$ cat src/rtl/apb_ahb_bridge.sv
// APB4 slave to AHB-Lite master bridge: each APB transfer is replayed as one
// NONSEQ/SINGLE AHB transfer while the APB access phase is stalled via p_ready.
module apb_ahb_bridge #(
   parameter logic [31:0] ADDR_OFFSET = 32'h0000_0000
) (
   input  logic        h_clk,
   input  logic        h_resetn,
   input  logic [31:0] p_addr,
   input  logic        p_sel,
   input  logic        p_enable,
   input  logic        p_write,
   input  logic [31:0] p_wdata,
   input  logic [3:0]  p_strb,
   output logic [31:0] p_rdata,
   output logic        p_ready,
   output logic        p_slverr,
   output logic [31:0] h_addr,
   output logic [2:0]  h_burst,
   output logic [2:0]  h_size,
   output logic [1:0]  h_trans,
   output logic        h_write,
   output logic [31:0] h_wdata,
   output logic [3:0]  h_wstrb,
   input  logic [31:0] h_rdata,
   input  logic        h_ready,
   input  logic        h_resp
);

   localparam logic [1:0] IDLE = 2'd0;
   localparam logic [1:0] ADDR = 2'd1;
   localparam logic [1:0] DATA = 2'd2;
   localparam logic [1:0] DONE = 2'd3;

   localparam logic [1:0] TRANS_IDLE   = 2'b00;
   localparam logic [1:0] TRANS_NONSEQ = 2'b10;

   logic [1:0]  state;
   logic [2:0]  dec_size;
   logic [1:0]  dec_off;
   logic        dec_xfer;
   logic        dec_err;
   logic [31:0] ahb_addr;

   // Strobe patterns that map onto a naturally aligned AHB size are transferred;
   // an empty strobe completes silently, anything else is rejected with an error.
   always_comb begin
      dec_size = 3'b010;
      dec_off  = 2'd0;
      dec_xfer = 1'b1;
      dec_err  = 1'b0;
      if (p_write) begin
         case (p_strb)
            4'b1111: ;
            4'b0011: dec_size = 3'b001;
            4'b1100: begin dec_size = 3'b001; dec_off = 2'd2; end
            4'b0001: dec_size = 3'b000;
            4'b0010: begin dec_size = 3'b000; dec_off = 2'd1; end
            4'b0100: begin dec_size = 3'b000; dec_off = 2'd2; end
            4'b1000: begin dec_size = 3'b000; dec_off = 2'd3; end
            4'b0000: dec_xfer = 1'b0;
            default: begin dec_xfer = 1'b0; dec_err = 1'b1; end
         endcase
      end
   end

   assign ahb_addr = (p_addr & 32'hFFFF_FFFC) + ADDR_OFFSET + {30'd0, dec_off};
   assign h_burst  = 3'b000;

   always_ff @(posedge h_clk or negedge h_resetn) begin
      if (!h_resetn) begin
         state    <= IDLE;
         h_trans  <= TRANS_IDLE;
         h_addr   <= '0;
         h_size   <= '0;
         h_write  <= 1'b0;
         h_wdata  <= '0;
         h_wstrb  <= '0;
         p_ready  <= 1'b0;
         p_slverr <= 1'b0;
         p_rdata  <= '0;
      end else begin
         case (state)
            IDLE: begin
               if (p_sel && !p_enable) begin
                  if (dec_xfer) begin
                     state   <= ADDR;
                     h_trans <= TRANS_NONSEQ;
                     h_addr  <= ahb_addr;
                     h_size  <= dec_size;
                     h_write <= p_write;
                     h_wdata <= p_wdata;
                     h_wstrb <= p_write ? p_strb : 4'b0000;
                  end else begin
                     state    <= DONE;
                     p_ready  <= 1'b1;
                     p_slverr <= dec_err;
                  end
               end
            end
            ADDR: begin
               if (h_ready) begin
                  state   <= DATA;
                  h_trans <= TRANS_IDLE;
               end
            end
            DATA: begin
               // First ERROR cycle (h_ready low) simply waits; the response is taken on the second.
               if (h_ready) begin
                  state    <= DONE;
                  p_ready  <= 1'b1;
                  p_slverr <= h_resp;
                  if (!h_write) p_rdata <= h_rdata;
               end
            end
            DONE: begin
               state    <= IDLE;
               p_ready  <= 1'b0;
               p_slverr <= 1'b0;
            end
            default: state <= IDLE;
         endcase
      end
   end

endmodule
$ cat config.mk
export PLATFORM = sky130hd
export DESIGN_NAME = apb_ahb_bridge
export DESIGN_NICKNAME = d
export VERILOG_FILES = /design/src/rtl/apb_ahb_bridge.sv
export SDC_FILE = /design/constraint.sdc
export NUM_CORES = 1
export LEC_CHECK = 0
export ABC_AREA = 1
export BUFFER_PORTS_ARGS = -buffer_cell sky130_fd_sc_hd__buf_2
export CAP_MARGIN = 20
export CORE_ASPECT_RATIO = 1.4
export CORE_MARGIN = 1
export CORE_UTILIZATION = 35
export CTS_BUF_LIST = sky130_fd_sc_hd__clkbuf_2
export CTS_CLUSTER_SIZE = 24
export DETAILED_ROUTE_END_ITERATION = 8
export SYNTH_ARGS = -nofsm -noshare
export SYNTH_HDL_FRONTEND = slang
export SYNTH_SLANG_ARGS = --single-unit
export TNS_END_PERCENT = 10
$ cat constraint.sdc
create_clock -name h_clk -period 2.19 [get_ports h_clk]
set_clock_uncertainty 0.1 [all_clocks]
set_input_delay 0 -clock h_clk [delete_from_list [all_inputs] [get_ports h_clk]]
set_output_delay 0 -clock h_clk [all_outputs]
set_load 0.05 [all_outputs]
==> insert_results.sql, run 1 <==
INSERT INTO impl_metrics (metric_group, metric, value, unit) VALUES
('synth', 'synth.top_cells.by_area', 'sky130_fd_sc_hd__dfrtp_1 (62%), sky130_fd_sc_hd__nand2_1 (20%), sky130_fd_sc_hd__mux2_2 (8.2%)', ''),
('synth', 'synthMostInstantiatedCell', 'sky130_fd_sc_hd__nand2_1', ''),
('floorplanning', 'die_h', '134', 'um'),
('status', 'lastStage', 'clock tree synthesis (4_1_cts)', ''),
('clocking', 'cts_hold_buffers', '163', ''),
('floorplanning', 'floorplan.initialDensity', '35.8', '%'),
('status', 'stop_error', '[ERROR RSZ-0060] Max buffer count reached.', ''),
('synth', 'postSynthAreaPerCell', '9.86', 'um^2'),
('clocking', 'cts_setup_buffers', '0', ''),
('synth', 'yosysWarningCount', '0', ''),
('synth', 'synthCells', '445', ''),
('synth', 'yosys_cell_types', '21', ''),
('clocking', 'ctsHtreeMaxLevel', '3', ''),
('placed_design', 'numPortBuffers', '210', ''),
('floorplanning', 'die_w', '96.6', 'um'),
('synth', 'seq_total_area_yosys', '61.6', '%'),
('clocking', 'numClockSinks', '108', ''),
('synth', 'synth.cell_area', '4390', 'um^2'),
('clocking', 'clockBufferDepth', '2', ''),
('synth', 'ys_dominant_reg_cell', 'sky130_fd_sc_hd__dfrtp_1', ''),
('placed_design', 'globalplace.congestion', '0.781', ''),
('synth', 'synth_seq_cells', '108', ''),
('synth', 'ys_async_sr_fraction', '100', '%'),
('synth', 'synth.cells.most_frequent', 'sky130_fd_sc_hd__nand2_1 (233), sky130_fd_sc_hd__dfrtp_1 (108), sky130_fd_sc_hd__mux2_2 (32), sky130_fd_sc_hd__nor2_1 (15), sky130_fd_sc_hd__inv_1 (13)', ''),
('synth', 'synth_enable_flop_cells', '0', ''),
('clocking', 'clk_root_buffer_cell', 'sky130_fd_sc_hd__clkbuf_2', ''),
('placed_design', 'place_hpwl', '7720', 'um'),
('status', 'run_status', 'did not finish', ''),
('floorplanning', 'rows', '48', ''),
('placed_design', 'dp.cells', '795', ''),
('synth', 'synth_largest_area_cell', 'sky130_fd_sc_hd__dfrtp_1', ''),
('clocking', 'cts_buffers', '9', ''),
('clocking', 'post_cts_resize_count', '0', ''),
('synth', 'yosys.area.top_type_share', '61.6', '%'),
('floorplanning', 'design.portCount', '218', '');
-- cell families after synthesis --
kind of cell | after synthesis | synth area share, %
mux | 32 | 8.21
flops | 108 | 61.6
compound gates | 7 | 0.970
buf+inv | 36 | 5.56
simple gates | 257 | 22.4
other cells | 1 | 0.0855
fa+ha+maj | 4 | 1.14
-- metrics by stage --
step	area (um^2)	util [%]	hold WS, ps	worst slack [ps]
after floorplan	4400	-	-396	525
after global placement	5550	45.3	-95.5	513
after detailed placement	5550	45.3	-94.0	464
==> run 2, diff against run 1 <==
CORE_ASPECT_RATIO = default   (was 1.4)
CORE_UTILIZATION = 20   (was 35)
CTS_BUF_LIST = default   (was sky130_fd_sc_hd__clkbuf_2)
CTS_CLUSTER_SIZE = default   (was 24)
PLACE_DENSITY_LB_ADDON = 0.15   (was default)
==> run 2 against run 1 <==
Effect of this change: the run now ends clean; synthesized cell count unchanged; synthesized area unchanged.
==> insert_results.sql, run 2 <==
INSERT INTO impl_metrics (metric_group, metric, value, unit) VALUES
('clocking', 'post_cts_resize_count', '0', ''),
('worst_setup_path', 'kind_of_start_point_of_the_critical_path', 'flop', ''),
('power', 'p_leak', '3.81', 'nW'),
('synth', 'synth_seq_cells', '108', ''),
('timing', 'worst_slack', '433', 'ps'),
('layout', 'largestRegisters', 'h_addr (32), h_wdata (32), p_rdata (32)', ''),
('synth', 'synth.cell_area', '4390', 'um^2'),
('placed_design', 'globalplace.congestion', '0.718', ''),
('worst_hold_path', 'holdCritPathClass', 'input pin to asynchronous set/reset pin', ''),
('synth', 'seq_total_area_yosys', '61.6', '%'),
('timing', 'setup_repair_after_global_routing_missed_its_margin', 'false', ''),
('synth', 'yosysWarningCount', '0', ''),
('timing', 'fmax', '569', 'MHz'),
('synth', 'synth_enable_flop_cells', '0', ''),
('global_route', 'grt_start_max_net_pins', '61', ''),
('worst_setup_path', 'critPathKind', 'flop to flop', ''),
('clocking', 'ctsHtreeMaxLevel', '3', ''),
('synth', 'ys_dominant_reg_cell', 'sky130_fd_sc_hd__dfrtp_1', ''),
('floorplanning', 'floorplan.initialDensity', '20.6', '%'),
('synth', 'postSynthAreaPerCell', '9.86', 'um^2'),
('layout', 'finish.net_count', '867', ''),
('placed_design', 'place_hpwl', '8670', 'um'),
('layout', 'antenna-diode-count', '0', ''),
('worst_setup_path', 'worst_ep_arrival_time', '1880', 'ps'),
('worst_setup_path', 'r2r-end', 'p_rdata[10]', ''),
('timing', 'slew_viol_final', '0', ''),
('worst_setup_path', 'cp.required', '2320', 'ps'),
('timing', 'finalHoldViolations', '0', ''),
('route', 'routedWlPerCell', '12.1', 'um'),
('route', 'drtIter0Drc', '114', ''),
('route', 'routed_wl', '12600', 'um'),
('synth', 'synthCells', '445', ''),
('clocking', 'clockBufferDepth', '2', ''),
('clocking', 'clk_pin_slew', '80', 'ps'),
('synth', 'synthMostInstantiatedCell', 'sky130_fd_sc_hd__nand2_1', ''),
('global_route', 'via_count_of_the_first_global_routing_pass', '3934', ''),
('power', 'pwr-share-clk', '15.5', '%'),
('power', 'power_switching', '6.11', 'mW'),
('worst_setup_path', 'worst_r2r_startpoint', 'state[0]', ''),
('power', 'worst_ir_drop_vdd', '0.504', 'mV'),
('clocking', 'cts_setup_buffers', '0', ''),
('synth', 'synth.cells.most_frequent', 'sky130_fd_sc_hd__nand2_1 (233), sky130_fd_sc_hd__dfrtp_1 (108), sky130_fd_sc_hd__mux2_2 (32), sky130_fd_sc_hd__nor2_1 (15), sky130_fd_sc_hd__inv_1 (13)', ''),
('global_route', 'grt_pass1_wl', '19500', 'um'),
('layout', 'most_common_cell_after_layout_fill_and_taps_aside', 'sky130_fd_sc_hd__nand2_1', ''),
('synth', 'yosys_cell_types', '21', ''),
('floorplanning', 'die_w', '150', 'um'),
('timing', 'totalNegativeSetupSlack', '0', 'ps'),
('power', 'internal_power', '5.62', 'mW'),
('worst_setup_path', 'r2r_cells', '7', ''),
('route', 'route.detailed.drc', '0', ''),
('power', 'pwr-share-seq', '29.6', '%'),
('route', 'post_detailed_route_count_of_antenna_violating_nets', '0', ''),
('route', 'detailedRoute.firstPassIterationCount', '4', ''),
('global_route', 'globalRouteTotalUtil', '11.2', '%'),
('placed_design', 'dp_worst_setup_slack', '443', 'ps'),
('global_route', 'number_of_antenna_violations_at_the_first_check_in_global_routing', '0', ''),
('timing', 'fin_worst_hold_slack', '10.5', 'ps'),
('floorplanning', 'design.portCount', '218', ''),
('layout', 'post_layout_nonfiller_instances', '1036', ''),
('route', 'post_drt_via_cell_ratio', '3.84', ''),
('layout', 'post_route_cells_drive_above_1_share', '35.2', '%'),
('route', 'detailroute.via_count', '3979', ''),
('clocking', 'numClockSinks', '108', ''),
('floorplanning', 'die_area', '22500', 'um^2'),
('layout', 'filler_cell_count', '2209', ''),
('worst_setup_path', 'critPathMaxFanout', '32', ''),
('clocking', 'cts_hold_buffers', '101', ''),
('job', 'max-cap-violations', '0', ''),
('floorplanning', 'placeableCoreArea', '21300', 'um^2'),
('timing', 'min_clock_period_post_route', '1760', 'ps'),
('power', 'share_comb_of_total_power', '54.9', '%'),
('synth', 'yosys.area.top_type_share', '61.6', '%'),
('timing', 'setup_viol', '0', ''),
('timing', 'post-route-period-util', '80.2', '%'),
('placed_design', 'numPortBuffers', '210', ''),
('power', 'p_sw_share', '52.1', '%'),
('clocking', 'clk-insertion-delay-late', '340', 'ps'),
('layout', 'layout.core_utilization', '33.2', '%'),
('floorplanning', 'rows', '53', ''),
('global_route', 'gr-total-overflow', '0', ''),
('clocking', 'clk_root_buffer_cell', 'sky130_fd_sc_hd__clkbuf_16', ''),
('worst_setup_path', 'endpoint_kind', 'flop', ''),
('placed_design', 'dp.cells', '919', ''),
('power', 'power_density', '1660', 'nW/um^2'),
('floorplanning', 'die_h', '150', 'um'),
('layout', 'most-common-layout-cells', 'sky130_fd_sc_hd__nand2_1 (233), sky130_fd_sc_hd__buf_2 (209), sky130_fd_sc_hd__dfrtp_1 (108)', ''),
('layout', 'area.growth.synth_to_final', '61.1', '%'),
('clocking', 'cts_buffers', '9', ''),
('synth', 'ys_async_sr_fraction', '100', '%'),
('status', 'run_status', 'finished, final reports clean', ''),
('worst_setup_path', 'reg2reg_slack', '430', 'ps'),
('clocking', 'clock_tree_from_tritoncts', 'built', ''),
('synth', 'synth.top_cells.by_area', 'sky130_fd_sc_hd__dfrtp_1 (62%), sky130_fd_sc_hd__nand2_1 (20%), sky130_fd_sc_hd__mux2_2 (8.2%)', ''),
('synth', 'synth_largest_area_cell', 'sky130_fd_sc_hd__dfrtp_1', '');
==> run 2: worst max-delay path by stage <==
| stage | start | end | cells past startpoint |
|---|---|---|---|
| floorplan | state[0] | p_rdata[0] | 7 |
| global placement | state[0] | p_rdata[4] | 7 |
| detailed placement | state[0] | p_rdata[5] | 7 |
| CTS | state[0] | p_rdata[10] | 7 |
| global route | state[0] | h_addr[0] | 6 |
| finish | state[0] | p_rdata[10] | 7 |
==> run 2: worst max-delay path: stages, from the launching register on <==
cell and delay [ps]:
sky130_fd_sc_hd__dfrtp_1 380, sky130_fd_sc_hd__inv_1 90, sky130_fd_sc_hd__ha_1 230, sky130_fd_sc_hd__inv_1 100
sky130_fd_sc_hd__nor2_1 50, sky130_fd_sc_hd__nand2_1 100, sky130_fd_sc_hd__buf_12 210, sky130_fd_sc_hd__mux2_2 360
==> run 2: area by class of cell <==
| class | instances | area [um^2] | area share [%] |
|---|---|---|---|
| clock inverters | 6 | 96.3 | 1.36 |
| inverters | 14 | 52.6 | 0.743 |
| repair buffers | 318 | 2180 | 30.8 |
| well taps | 275 | 344 | 4.87 |
| clock buffers | 10 | 239 | 3.38 |
| flip-flops and latches | 108 | 2700 | 38.2 |
| multi-input cells | 305 | 1460 | 20.6 |
==> run 2: metrics by stage <==
stage / cell area, um^2 / power, mW
6_report: 7070 / 11.7
5_1_grt: 7070 / 12.4
4_1_cts: 7070 / 11.9
3_5_place_dp: 5720 / 9.86
3_3_place_gp: 5720 / 9.78
2_1_floorplan: 4400 / 8.29
==> run 2: metal layers <==
| layer | GRT usage, % | vias up | wire [um] |
|---|---|---|---|
| met4 | 3.48 | 0 | 134 |
| met2 | 19.4 | 105 | 6340 |
| li1 | - | 1990 | - |
| met3 | 2.55 | 7 | 618 |
| met1 | 13.6 | 1877 | 5480 |
| met5 | 0 | - | 0 |
==> run 2: cell families (layout without fill, tap and decap cells) <==
| logic type | after synthesis | after routing | synth area share (%) |
|---|---|---|---|
| AO/OA/AOI/OAI | 7 | 7 | 0.970 |
| multiplexers | 32 | 32 | 8.21 |
| AND/OR/NAND/NOR | 257 | 257 | 22.4 |
| adder cells (fa/ha/maj) | 4 | 4 | 1.14 |
| other | 1 | 5 | 0.0855 |
| buffers and inverters | 36 | 348 | 5.56 |
| flip-flops | 108 | 108 | 61.6 |
==> run 2: power by group through the flow <==
stage	registers [mW]	logic (mW)	clock network, mW
after CTS	3.47	6.51	1.92
after detailed placement	3.50	6.36	0
final	3.47	6.44	1.82
after global placement	3.47	6.32	0
after floorplan	6.93	1.36	0
after global routing	3.60	6.84	1.99
No activity file was read; power rests on OpenSTA's default activity.
